[config.mk]
export PLATFORM = sky130hd
export DESIGN_NAME = rx_matrix_loader_flat
export DESIGN_NICKNAME = d
export VERILOG_FILES = /design/src/rtl/rx_matrix_loader_if.sv /design/src/rtl/rx_matrix_loader.sv /design/src/flat_wrapper.sv
export SDC_FILE = /design/constraint.sdc
export NUM_CORES = 1
export LEC_CHECK = 0
export CORE_ASPECT_RATIO = 0.7
export CORE_MARGIN = 3
export CORE_UTILIZATION = 27
export CTS_BUF_LIST = sky130_fd_sc_hd__clkbuf_8
export DETAILED_ROUTE_END_ITERATION = 8
export SYNTH_ARGS = -nofsm -noshare
export SYNTH_HDL_FRONTEND = slang
export SYNTH_SLANG_ARGS = --single-unit
[constraint.sdc]
create_clock -name clk -period 2.8 [get_ports clk]
set_input_delay 0.56 -clock clk [delete_from_list [all_inputs] [get_ports clk]]
set_output_delay 0.56 -clock clk [all_outputs]
set_load 0.05 [all_outputs]
[src/rtl/rx_matrix_loader_if.sv]
// Byte-stream in, matrix-pair out: groups the UART side and the systolic-array side of the loader.
// master drives bytes and mat_ready; slave is the loader.
interface rx_matrix_loader_if #(
   parameter int N = 4
);
   logic [7:0]       rx_data;
   logic             rx_valid;
   logic             mat_ready;
   logic             mat_valid;
   logic [N*N*8-1:0] a_flat;
   logic [N*N*8-1:0] b_flat;
   logic             busy;
   logic             err;
   logic             ovf;

   modport master (
      output rx_data, rx_valid, mat_ready,
      input  mat_valid, a_flat, b_flat, busy, err, ovf
   );

   modport slave (
      input  rx_data, rx_valid, mat_ready,
      output mat_valid, a_flat, b_flat, busy, err, ovf
   );
endinterface

[src/rtl/rx_matrix_loader.sv]
// Assembles a checksummed SYNC-framed byte stream into two N x N 8-bit matrices
// and holds them for a valid/ready handshake to the systolic array.
//
//   state   | meaning
//   --------+--------------------------------------------------------------
//   IDLE    | hunting for SYNC; non-SYNC bytes ignored
//   LOAD_A  | filling shadow A row-major, XOR accumulating
//   LOAD_B  | filling shadow B row-major, XOR accumulating
//   CHECK   | waiting for checksum byte; match publishes shadows
//   HOLD    | mat_valid high until handshake; incoming bytes dropped (ovf)
module rx_matrix_loader #(
   parameter int         N       = 4,
   parameter logic [7:0] SYNC    = 8'hA5,
   parameter int         TIMEOUT = 100000
) (
   input  logic               clk,
   input  logic               rst,
   rx_matrix_loader_if.slave  bus
);

   localparam int ELEMS = N * N;
   localparam int W     = ELEMS * 8;
   localparam int IDX_W = (ELEMS > 1) ? $clog2(ELEMS) : 1;
   localparam int CNT_W = $clog2(TIMEOUT + 1);

   localparam logic [IDX_W-1:0] IDX_LAST = IDX_W'(ELEMS - 1);
   localparam logic [CNT_W-1:0] CNT_MAX  = CNT_W'(TIMEOUT);

   typedef enum logic [2:0] {
      ST_IDLE,
      ST_LOAD_A,
      ST_LOAD_B,
      ST_CHECK,
      ST_HOLD
   } state_e;

   state_e           state_q,    state_d;
   logic [IDX_W-1:0] idx_q,      idx_d;
   logic [7:0]       xor_q,      xor_d;
   logic [CNT_W-1:0] gap_q,      gap_d;
   logic [W-1:0]     shadow_a_q, shadow_a_d;
   logic [W-1:0]     shadow_b_q, shadow_b_d;
   logic [W-1:0]     a_flat_q,   a_flat_d;
   logic [W-1:0]     b_flat_q,   b_flat_d;
   logic             err_q,      err_d;
   logic             ovf_q,      ovf_d;

   logic [CNT_W-1:0] gap_inc;
   logic             gap_hit;

   function automatic logic [W-1:0] put_byte(
      input logic [W-1:0]     vec,
      input logic [IDX_W-1:0] idx,
      input logic [7:0]       data
   );
      logic [W-1:0] r;
      r = vec;
      for (int k = 0; k < ELEMS; k++) begin
         if (idx == IDX_W'(k)) begin
            r[k*8 +: 8] = data;
         end
      end
      return r;
   endfunction

   always_ff @(posedge clk or negedge rst) begin
      if (!rst) begin
         state_q    <= ST_IDLE;
         idx_q      <= '0;
         xor_q      <= '0;
         gap_q      <= '0;
         shadow_a_q <= '0;
         shadow_b_q <= '0;
         a_flat_q   <= '0;
         b_flat_q   <= '0;
         err_q      <= 1'b0;
         ovf_q      <= 1'b0;
      end else begin
         state_q    <= state_d;
         idx_q      <= idx_d;
         xor_q      <= xor_d;
         gap_q      <= gap_d;
         shadow_a_q <= shadow_a_d;
         shadow_b_q <= shadow_b_d;
         a_flat_q   <= a_flat_d;
         b_flat_q   <= b_flat_d;
         err_q      <= err_d;
         ovf_q      <= ovf_d;
      end
   end

   // A byte in the same cycle the gap would hit TIMEOUT wins over the timeout.
   assign gap_inc = gap_q + CNT_W'(1);
   assign gap_hit = (gap_inc == CNT_MAX);

   always_comb begin
      state_d    = state_q;
      idx_d      = idx_q;
      xor_d      = xor_q;
      gap_d      = gap_q;
      shadow_a_d = shadow_a_q;
      shadow_b_d = shadow_b_q;
      a_flat_d   = a_flat_q;
      b_flat_d   = b_flat_q;
      err_d      = 1'b0;
      ovf_d      = ovf_q;

      case (state_q)
         ST_IDLE: begin
            gap_d = '0;
            if (bus.rx_valid && (bus.rx_data == SYNC)) begin
               state_d = ST_LOAD_A;
               idx_d   = '0;
               xor_d   = '0;
            end
         end

         ST_LOAD_A: begin
            if (bus.rx_valid) begin
               shadow_a_d = put_byte(shadow_a_q, idx_q, bus.rx_data);
               xor_d      = xor_q ^ bus.rx_data;
               gap_d      = '0;
               if (idx_q == IDX_LAST) begin
                  idx_d   = '0;
                  state_d = ST_LOAD_B;
               end else begin
                  idx_d = idx_q + IDX_W'(1);
               end
            end else if (gap_hit) begin
               err_d   = 1'b1;
               gap_d   = '0;
               state_d = ST_IDLE;
            end else begin
               gap_d = gap_inc;
            end
         end

         ST_LOAD_B: begin
            if (bus.rx_valid) begin
               shadow_b_d = put_byte(shadow_b_q, idx_q, bus.rx_data);
               xor_d      = xor_q ^ bus.rx_data;
               gap_d      = '0;
               if (idx_q == IDX_LAST) begin
                  idx_d   = '0;
                  state_d = ST_CHECK;
               end else begin
                  idx_d = idx_q + IDX_W'(1);
               end
            end else if (gap_hit) begin
               err_d   = 1'b1;
               gap_d   = '0;
               state_d = ST_IDLE;
            end else begin
               gap_d = gap_inc;
            end
         end

         ST_CHECK: begin
            if (bus.rx_valid) begin
               gap_d = '0;
               if (bus.rx_data == xor_q) begin
                  a_flat_d = shadow_a_q;
                  b_flat_d = shadow_b_q;
                  state_d  = ST_HOLD;
               end else begin
                  err_d   = 1'b1;
                  state_d = ST_IDLE;
               end
            end else if (gap_hit) begin
               err_d   = 1'b1;
               gap_d   = '0;
               state_d = ST_IDLE;
            end else begin
               gap_d = gap_inc;
            end
         end

         ST_HOLD: begin
            gap_d = '0;
            // Dropped bytes never reach SYNC detection, even in the handshake cycle.
            if (bus.rx_valid) begin
               ovf_d = 1'b1;
            end
            if (bus.mat_ready) begin
               state_d = ST_IDLE;
            end
         end

         default: begin
            state_d = ST_IDLE;
         end
      endcase
   end

   assign bus.mat_valid = (state_q == ST_HOLD);
   assign bus.busy      = (state_q == ST_LOAD_A) || (state_q == ST_LOAD_B) ||
                          (state_q == ST_CHECK);
   assign bus.a_flat    = a_flat_q;
   assign bus.b_flat    = b_flat_q;
   assign bus.err       = err_q;
   assign bus.ovf       = ovf_q;

endmodule
[src/flat_wrapper.sv]
// flat-port wrapper written by rule: the top's interface ports become plain ports
module rx_matrix_loader_flat 
#(
   parameter int         N       = 4,
   parameter logic [7:0] SYNC    = 8'hA5,
   parameter int         TIMEOUT = 100000
)
  (clk, rst, bus_rx_data, bus_rx_valid, bus_mat_ready, bus_mat_valid, bus_a_flat, bus_b_flat, bus_busy, bus_err, bus_ovf);
  rx_matrix_loader_if #(.N(N)) bus_i ();
  input  logic clk;
  input  logic rst;
  input wire logic [$bits(bus_i.rx_data)-1:0] bus_rx_data;
  input wire logic [$bits(bus_i.rx_valid)-1:0] bus_rx_valid;
  input wire logic [$bits(bus_i.mat_ready)-1:0] bus_mat_ready;
  output wire logic [$bits(bus_i.mat_valid)-1:0] bus_mat_valid;
  output wire logic [$bits(bus_i.a_flat)-1:0] bus_a_flat;
  output wire logic [$bits(bus_i.b_flat)-1:0] bus_b_flat;
  output wire logic [$bits(bus_i.busy)-1:0] bus_busy;
  output wire logic [$bits(bus_i.err)-1:0] bus_err;
  output wire logic [$bits(bus_i.ovf)-1:0] bus_ovf;
  assign bus_i.rx_data = bus_rx_data;
  assign bus_i.rx_valid = bus_rx_valid;
  assign bus_i.mat_ready = bus_mat_ready;
  assign bus_mat_valid = bus_i.mat_valid;
  assign bus_a_flat = bus_i.a_flat;
  assign bus_b_flat = bus_i.b_flat;
  assign bus_busy = bus_i.busy;
  assign bus_err = bus_i.err;
  assign bus_ovf = bus_i.ovf;
  rx_matrix_loader #(.N(N), .SYNC(SYNC), .TIMEOUT(TIMEOUT)) u_core (.clk(clk), .rst(rst), .bus(bus_i));
endmodule
After elaboration in Yosys (flattened, before gate mapping)
Cells that the tools add are included.
{"block": "word_totals", "latchBits": 0, "n_memories": 0, "inputBits": 12, "reg_bits": 546, "rom_bits": 0, "ramBits": 0, "elab_cells": 141, "output_inout_bits": 260}
{"block": "classes", "mul": 0, "n_bitwise": 1, "n_mux": 25, "n_addsub": 2, "magnitude_cmp": 0, "reduce_logical": 46, "n_shift": 0, "n_eq_ne": 27, "div": 0}
{"operator": "AND reduction 3 bit", "n": 34}
{"operator": "2-to-1 mux 17 bit", "n": 2}
{"operator": "one-hot mux 17 bit (2 select lines)", "n": 1}
{"operator": "== test 4 bit, second input constant", "n": 8}
{"operator": "2-to-1 mux 3 bit", "n": 9}
{"operator": "adder 17 x 1 -> 17 bit, second input constant", "n": 1}
{"operator": "== test 17 bit, second input constant", "n": 1}
{"operator": "== test 4 x 3 -> 1 bit, second input constant", "n": 4}
{"operator": "2-to-1 mux 8 bit", "n": 2}
{"operator": "one-hot mux 8 bit (2 select lines)", "n": 1}
{"operator": "one-hot mux 3 bit (5 select lines)", "n": 1}
{"operator": "2-to-1 mux 4 bit", "n": 3}
{"operator": "== test 4 x 2 -> 1 bit, second input constant", "n": 2}
{"operator": "== test 8 bit", "n": 1}
{"operator": "== test 8 bit, second input constant", "n": 1}
{"operator": "one-hot mux 4 bit (2 select lines)", "n": 1}
{"operator": "bitwise XOR 8 bit", "n": 1}
{"operator": "== test 3 x 2 -> 1 bit, second input constant", "n": 2}
{"operator": "!= test 3 x 2 -> 1 bit, second input constant", "n": 2}
{"operator": "adder 4 x 1 -> 4 bit, second input constant", "n": 1}
{"operator": "== test 4 x 1 -> 1 bit, second input constant", "n": 1}
{"operator": "logical NOT 4 bit", "n": 1}
{"operator": "2-to-1 mux 1 bit", "n": 4}
{"operator": "!= test 2 x 1 -> 1 bit, second input constant", "n": 2}
{"operator": "12 further kinds", "n": 15}

Longest topological paths before layout
Gate-level depths: netlist (run 1).
{"block": "depth", "ltp_word": 5, "ltp_mapped": 9}

Least setup slack after synthesis (run 1)
No wires, ideal clock.
{"block": "synth_timing", "path_type": "input-to-reg", "start": "in bus_rx_data[7]", "end": "reg u_core.a_flat_q[100], in the netlist u_core.bus.a_flat[100]", "path_buffers": 3, "required_ns": 2.675, "arrival_ns": 2.189, "path_slack_ns": 0.486, "path_stages": 8, "cell_sequence": "clkbuf_1 xnor2_1 nand3_1 nor4_1 nand3_1 buf_1 buf_2 mux2_2"}
{"block": "synth_between", "elab_chain_len": 2}
{"item": "start: declaration", "line_no": "flat_wrapper.sv:12", "source": "input wire logic [$bits(bus_i.rx_data)-1:0] bus_rx_data;"}
{"item": "== test 8 bit", "line_no": "rx_matrix_loader.sv:161", "source": "if (bus.rx_data == xor_q) begin"}
{"item": "AND reduction 3 bit (no line)"}
{"item": "end signal: assignment", "line_no": "rx_matrix_loader.sv:85", "source": "a_flat_q <= a_flat_d;"}
{"item": "end: declaration", "line_no": "rx_matrix_loader.sv:43", "source": "logic [W-1:0] a_flat_q, a_flat_d;"}
Every way passes these cells.
A chain may end at the register's enable or synchronous reset.

Worst setup path in the final report (run 1)
{"block": "layout_timing", "start": "reg u_core.state_q[0]", "end": "out bus_mat_valid"}
{"block": "layout_between", "elab_chain_len": 1}
{"item": "start: declaration", "line_no": "rx_matrix_loader.sv:37", "source": "state_e state_q, state_d;"}
{"item": "start signal: assignment", "line_no": "rx_matrix_loader.sv:79", "source": "state_q <= state_d;"}
{"item": "== test 3 bit", "line_no": "rx_matrix_loader.sv:195", "source": "assign bus.mat_valid = (state_q == ST_HOLD);"}
{"item": "end: declaration", "line_no": "flat_wrapper.sv:15", "source": "output wire logic [$bits(bus_i.mat_valid)-1:0] bus_mat_valid;"}
Every way passes these cells.

==> run metrics, run 1 <==
status=finished clean; Logic pwr share=7.4%; WL per Instance=about 20 um; fin worst setup slack=214.4 ps; Setup Buffers After CTS=0; Slew @ Worst Pin=934.8 ps; Clk pwr share=between 40% and 50%; post-synthesis sequential area ratio=about 64%; post-layout minimum cycle time=2586 ps; mean post-synth cell area=around 15 um2; Starting Density=a little over a quarter; WP data required=2240 ps; Die Wd=341.5 um; PortBufs=271; Post-Synth Adder-Cell Area=0.2940%; largest family of logic cells by synthesized area=multiplexers; WP buf/inv=2; nets=1,777; final hold slack=212.5 ps; cell taking the most area after synthesis=dfrtp_1; number of flops mapped to enable cells by yosys=0; Final Hold Vio Count=0; Crit Path Class=reg2out; initial antenna violation count=6; reg2reg path depth=9; Netlist cell types=54; worst-skew pair later-pin latency=690 ps; Placeable Area=77,420 um2; number of global-route vias before repair=13,830; Final Core Density=35.71%; H-tree depth=3; Sw Share=25.16%; clk buf depth=3; placed cell area=25,740 um2; total gr overflow=0; Async SR Flop Fraction=100.0%; Setup crit end kind=primary output; Post-Syn Nets=~1,400; Setup WS pre-CTS=-60.23 ps; critical path depth=4; Final Total Pwr=about 17,000 uW; 1st-iter DRT viols=739; final number of max-transition violations=0; Clk pin slew, worst setup/hold paths=60 ps; internal power=12,770 uW; Top delay family on crit path=flip-flops; routability cong.=0.8166; Layout Skew=39.26 ps; design area=27,650 um2; num ports=272; cells after synthesis=approximately 1,400; clock root buffer=clkbuf_8; Synth Area in XOR/XNOR=less than 1%; FILL cells=7,484; cts bufs inserted=92; Top FF cell, synth=dfrtp_1; R2R Setup Slk=220 ps; top cells by count, synth=dfrtp_1, mux2_2, nand2_1; Pleak=approximately 0.014 uW; CP endpoint=bus_mat_valid; maxcap violations=0; chip height=about 240 um; first-pass GRT wire length=~90 mm; PD cells=617.2 nW/um2; Area Overhead vs Synth=29.94%; Die ar.=a little over 80,000 um2; post-route ant nets=0; Critical R2R Capture=u_core.gap_q[9]; Syn Std Cell Area=21,280 um2; CP cell instances=nor2_2 -> nand2_1 -> inv_1 -> buf_4; TritonCTS Sinks=approximately 550; FF+latch count, synth=approximately 550; via count=12,920; RSZ-0062 raised after global routing=false; Total GRT Usage=about 14%; share of the synthesized area in the top cell type=between 60 and 70%; critical path startpoint category=register; Slowest-stage cell, CP=dfrtp_1; final wirelength=58.44 mm; # DRC=0; final setup violation count=0; Critical Path Source=u_core.state_q[0]; share of cells above drive strength 1=about 40%; slowest stage delay, CP=580 ps; Max Fclk=about 390 MHz; Synth area leaders=dfrtp_1, mux2_2, nand2_1, clkbuf_1, buf_2; mux share of post-synthesis cell area=27.19%; period utilization=a little over 90%; CTS tree=yes; largest net degree at the start of global routing=77; Via density=4.488; relative max-transition margin=37.55%; crit-path max FO=14; DP HPWL=37.75 mm; power share of the sequential group=around half; simple-gate portion of the synthesized area=3.928%; worst r2r src=u_core.gap_q[0]; Row Count=85; Synth Area in Compound Gates=1.870%; Critical Path AT=2030 ps; Max VDD drop=0.2786 mV; Worst Hold Class=in2reg; net load switching power=4292 uW; most common cell in the synthesized netlist=dfrtp_1; TritonRoute pass-1 iters=5; Syn. warnings=0
-- metrics by stage --
stage | setup TNS, ps | std cells
floorplan | 0 | 1402
global placement | -250.0 | 2709
detailed placement | -799.7 | 2709
CTS | 0 | 2875
global route | 0 | 2876
finish | 0 | 2879
-- layer usage --
layer	track usage (%)	up-vias	wire, um
li1	-	5694	-
met1	20.54	6788	28100
met2	20.41	355	25190
met3	4.068	83	3861
met4	4.579	0	1284
met5	0	-	0
-- cells by family after synthesis --
logic type,Yosys count
adders and majority gates,5
and+or+nand+nor,164
DFF,546
AOI/OAI and AO/OA,64
xor gates and xnor gates,13
buffers and inverters,96
muxes,514
-- worst register-to-register path, stage by stage (launching register included) --
cell and delay, ps:
dfrtp_1 430, ha_1 270, nand3_2 230, nor3_4 320, nand4_1 120, a211oi_1 340
and4_1 300, buf_4 160, nor3_1 50, a221o_1 290
-- layout make-up --
| class | count | area (um2) | share of cell area, % |
|---|---|---|---|
| sequential | 546 | 13660 | 49.42 |
| inverter | 5 | 18.77 | 0.06789 |
| tap | 1044 | 1306 | 4.725 |
| antenna | 4 | 10.01 | 0.03621 |
| multi-input combinational | 760 | 7223 | 26.13 |
| clock buffer | 108 | 1486 | 5.377 |
| timing repair buffer | 355 | 3556 | 12.86 |
| clock inverter | 57 | 381.6 | 1.380 |
-- power by group through the flow --
stage	registers (uW)	logic, uW	clock network [uW]
after floorplan	8600	742	0
after global placement	8660	1250	0
after detailed placement	8700	1300	0
after CTS	8560	1300	7540
after global routing	8600	1420	7910
final	8560	1270	7230
-- repair_timing --
item                       CTS  global route
setup endpoints to repair    0             6
hold endpoints to repair    45             0
resized for setup            0             3
hold buffers                 1             0
-- worst min-delay path by stage --
stage	slack, ps	end	cells after the start	start
final	210	u_core.xor_q[2]	3	bus_rx_data[2]
after global routing	200	u_core.xor_q[2]	3	bus_rx_data[2]
after CTS	100	u_core.xor_q[2]	3	bus_rx_data[2]
after detailed placement	480	u_core.bus.b_flat[105]	1	u_core.shadow_b_q[105]
after global placement	470	u_core.shadow_b_q[34]	1	u_core.shadow_b_q[34]
after floorplan	260	u_core.bus.a_flat[0]	0	rst
-- cell usage in the layout, fill, tap and decap left out, types with 3 or more instances in the layout --
cell,count
bufinv_16,5
and3_1,5
a21oi_1,4
clkinvlp_4,6
and2_0,3
nor2b_1,6
xor2_1,5
nand3_1,18
clkbuf_8,108
mux2_2,510
ha_1,5
a22o_1,4
nand2_1,59
or3_1,6
nor3_1,10
diode_2,4
o31ai_1,5
clkinv_2,11
inv_1,40
nand2b_1,3
a211oi_1,3
buf_12,20
nor2_1,23
xnor2_1,8
buf_4,65
o21ai_0,32
dfrtp_1,546
a31oi_1,3
buf_2,8
clkdlybuf4s50_1,260
nand4_1,9
-- registers in the layout, indices dropped and copies added (netlist names) --
signal	flops
u_core.gap_q	17
u_core.bus.a_flat	128
u_core.xor_q	8
u_core.shadow_b_q	128
u_core.bus.err	1
u_core.state_q	3
u_core.idx_q	4
u_core.bus.b_flat	128
u_core.bus.ovf	1
u_core.shadow_a_q	128
No activity file was read; power rests on OpenSTA's default activity.
==> run 2, diff against run 1 <==
REMOVE_ABC_BUFFERS = 1   (was not set)
clock period = 2.26 ns   (was 2.8 ns; I/O delays follow)
==> run metrics, run 2 (synthesis gave the netlist of run 1 again) <==
Row Count=85; design area=between 20,000 and 30,000 um2; FILL cells=7,534; Final Hold Vio Count=0; final wirelength=58.67 mm; TritonRoute pass-1 iters=4; Setup WS pre-CTS=-611.8 ps; Sw Share=25.02%; RSZ-0062 raised after global routing=true; net load switching power=5278 uW; maxcap violations=0; number of global-route vias before repair=14,020; initial antenna violation count=9; Via density=4.495; CP cell instances=ha_2 -> nand3_4 -> nor3_4 -> or3_1 -> a211oi_2 -> and4_4 -> nor2_2 -> a221o_1; slowest stage delay, CP=400 ps; # placed instances=about 2,700; Critical Path AT=2800 ps; H-tree depth=3; placed cell area=26,190 um2; clock root buffer=clkbuf_8; Final Core Density=36.01%; Pleak=0.01516 uW; Clk pwr share=41.7%; HP Start=bus_rx_data[2]; cts bufs inserted=slightly below 90; Layout Skew=38.42 ps; chip height=~240 um; num ports=272; Critical Path Source=u_core.gap_q[0]; Placeable Area=77,420 um2; WL per Instance=around 20 um; critical path startpoint category=register; final setup violation count=0; WP buf/inv=0; first-pass GRT wire length=between 80 and 90 mm; Setup crit end kind=register; TritonCTS Sinks=546; Crit Path Class=reg2reg; Logic pwr share=8.1%; most frequent cells in the layout=dfrtp_1, mux2_2, dlygate4sd2_1; Slew @ Worst Pin=879.6 ps; # DRC=0; Die ar.=82,260 um2; Starting Density=27.48%; via count=~13,000; Final Total Pwr=21,100 uW; final number of max-transition violations=0; Die Wd=341.5 um; share of cells above drive strength 1=43.52%; routability cong.=between 0.7 and 0.8; largest net degree at the start of global routing=92; Area Overhead vs Synth=31.06%; Top delay family on crit path=simple AND/OR/NAND/NOR gates; total gr overflow=0; fin worst setup slack=roughly 6.9 ps; Max VDD drop=0.2997 mV; period utilization=99.70%; Non-Filler Instances=2,917; post-route ant nets=0; post-layout minimum cycle time=roughly 2300 ps; crit-path max FO=5; Slowest-stage cell, CP=dfrtp_1; Clk pin slew, worst setup/hold paths=70 ps; CTS tree=yes; 1st-iter DRT viols=578; nets=1,815; Worst Hold Class=in2reg; status=finished clean; clk buf depth=3; internal power=15,820 uW; worst r2r src=u_core.gap_q[0]; WP data required=2810 ps; worst-skew pair later-pin latency=a little under 700 ps; Total GRT Usage=14.30%; PortBufs=271; relative max-transition margin=approximately two fifths; DP HPWL=38.49 mm; Max Fclk=443.8 MHz; power share of the sequential group=50.2%; leading cell type in the layout, fill and taps excluded=dfrtp_1; PD cells=756.6 nW/um2
-- run 2: cell count changes in the layout (fill, tap and decap cells not counted), moves of 6 or more --
cell,previous run,this run
buf_12,20,36
clkinv_2,11,17
inv_1,40,26
dlygate4sd2_1,0,254
clkdlybuf4s50_1,260,2
buf_4,65,90
-- run 2: worst paths after layout --
| path | to | slack, ps | cells after the start |
|---|---|---|---|
| worst min register to register | u_core.bus.ovf | 480 | 1 |
| worst min-delay path | u_core.xor_q[2] | 100 | 3 |
| worst max register to register | u_core.gap_q[9] | 7 | 8 |
| min in group asynchronous | u_core.bus.a_flat[86] | 340 | 2 |
| worst max-delay path | u_core.gap_q[9] | 7 | 8 |
| max in group asynchronous | u_core.shadow_b_q[124] | 1010 | 3 |
-- run 2: power groups by stage --
stage	registers (uW)	logic [uW]	clock network (uW)
after floorplan	10700	813	0
after global placement	10700	1620	0
after detailed placement	10800	1680	0
after CTS	10600	1700	9160
after global routing	10600	1900	9620
final	10600	1710	8810
-- run 2: worst min-delay path, delay by kind of cell --
family,cells,cell delay (ps)
simple gates,1,60
compound gates,1,70
buf+inv,1,150
-- run 2: area by class of cell --
class | instances | area [um2] | share of cell area, %
Antenna cell | 5 | 12.51 | 0.04487
Clock buffer | 111 | 1528 | 5.479
Clock inverter | 49 | 316.6 | 1.135
Inverter | 5 | 18.77 | 0.06731
Multi-Input combinational cell | 760 | 7269 | 26.07
Sequential cell | 546 | 13670 | 49.02
Tap cell | 1044 | 1306 | 4.685
Timing Repair Buffer | 397 | 3764 | 13.50
-- run 2: what timing repair did --
item                                   4_1_cts  5_1_grt
gates resized for setup                    267       16
setup endpoints to repair                  273       13
gates cloned                                 0        0
endpoints found under the hold margin       28        0
pin swaps                                    3        6
hold buffers                                 1        0
buffers inserted                             1        8
-- run 2: stage by stage --
| stage | TNS (ps) | hold WS (ps) |
|---|---|---|
| after CTS | -133.2 | 23.64 |
| after global routing | -181.1 | 35.39 |
| final | 0 | 98.49 |
| after floorplan | -1729010 | 156.4 |
| after global placement | -195910 | 424.3 |
| after detailed placement | -171840 | 421.9 |
-- run 2: metal layers --
layer	vias up	global-route usage [%]	share of wire, %
met3	83	4.651	6.7
met5	-	0	0
met2	342	21.21	43
met4	0	3.781	2.1
met1	6909	20.14	48
li1	5779	-	-
==> edit (flow settings as in run 2) <==
`TIMEOUT` is set to 100000 in 2 places; all go to 50000.
--- a/src/rtl/rx_matrix_loader.sv
+++ b/src/rtl/rx_matrix_loader.sv
@@ -11,7 +11,7 @@
 module rx_matrix_loader #(
    parameter int         N       = 4,
    parameter logic [7:0] SYNC    = 8'hA5,
-   parameter int         TIMEOUT = 100000
+   parameter int         TIMEOUT = 50000
 ) (
    input  logic               clk,
    input  logic               rst,
--- a/src/flat_wrapper.sv
+++ b/src/flat_wrapper.sv
@@ -3,7 +3,7 @@
 #(
    parameter int         N       = 4,
    parameter logic [7:0] SYNC    = 8'hA5,
-   parameter int         TIMEOUT = 100000
+   parameter int         TIMEOUT = 50000
 )
   (clk, rst, bus_rx_data, bus_rx_valid, bus_mat_ready, bus_mat_valid, bus_a_flat, bus_b_flat, bus_busy, bus_err, bus_ovf);
   rx_matrix_loader_if #(.N(N)) bus_i ();
Formal check against the unedited RTL: same outputs for any inputs over 4 cycles, from zero or initial values and one cycle with rst low; that may be too few to reach the edited logic, so the function may still have changed.
==> edit against run 2 <==
The flow now finishes with violations (setup timing); area after synthesis up 1.1%; routed wire length up 11%; power is 4.8% lower; clock skew shrank 12 ps; design area up 8.7%; sequential cell count fell by 1; setup slack got worse by 94 ps; final cell count is 2.7% higher; critical endpoint is now u_core.bus.a_flat[30]; largest cell class unchanged.
==> edit: results <==
set metrics [dict create \
    status "finished, violations left" \
    failed_checks "setup timing" \
    worst_slack_ps -86.76 \
    ys_seq_elements 545 \
    seq_share 0.4502 \
    fillers 7331 \
    ir_drop_mv 0.3581 \
    synthAdderAreaFrac 0.002907 \
    cp.arrival_ps 2900 \
    finalClockSkew_ps 26.82 \
    leakage_nw 15.88 \
    r2r_start "u_core.xor_q[6]" \
    n_antenna_cell 3 \
    yosysSeqAreaShare 0.6338 \
    wl_met1_um 31870 \
    nonClkBufAreaFrac 0.1715 \
    syn_inst 1412 \
    clk_share 0.06270 \
    globalRouteMet1Util 0.2178 \
    multi_input_area_um2 8218 \
    cts_setup_buffers 24 \
    wl_um 65130 \
    wl_per_cell_um 21.74 \
    synthTopCellsByCount "dfrtp_1 (545), mux2_2 (513), nand2_1 (59)" \
    placed_cell_area_um2 26540 \
    setup_violations 184 \
    muxShareOfSynthArea 0.2694 \
    yosys.area_share.xor_xnor 0.005989 \
    synth_compound_area_frac 0.01855 \
    min_from "bus_rx_data[1]" \
    grt_usage 0.1505 \
    wl_met3_um 3599 \
    drtPass1Iterations 5 \
]
-- edit: per-stage QoR --
stage	setup TNS (ps)	power [W]	util	setup slack, ps	hold WS (ps)
floorplan	-1449270	0.01040	-	-5642	156.4
global placement	-224260	0.01100	0.3405	-603.2	420.6
detailed placement	-188410	0.01104	0.3405	-468.9	423.2
CTS	-11560	0.02044	0.3735	-105.8	163.0
global route	-38150	0.02101	0.3888	-230.0	230.5
finish	-6342	0.02008	0.3889	-86.76	235.6
-- edit: cell families (layout without fill, tap and decap cells) --
family | after synthesis | count (layout)
simple gates | 170 | 170
flops | 545 | 545
other cells | 0 | 3
fa+ha+maj | 5 | 5
compound gates | 63 | 63
mux | 515 | 515
buf+inv | 101 | 638
xor+xnor | 13 | 13
-- edit: where the power goes --
part | internal, W | leakage (nW) | switching, W
clock network | 0.00514 | 1.06 | 0.00403
registers | 0.00989 | 7.59 | 0.000104
logic | 0.000315 | 7.23 | 0.000595
total | 0.0154 | 15.9 | 0.00472
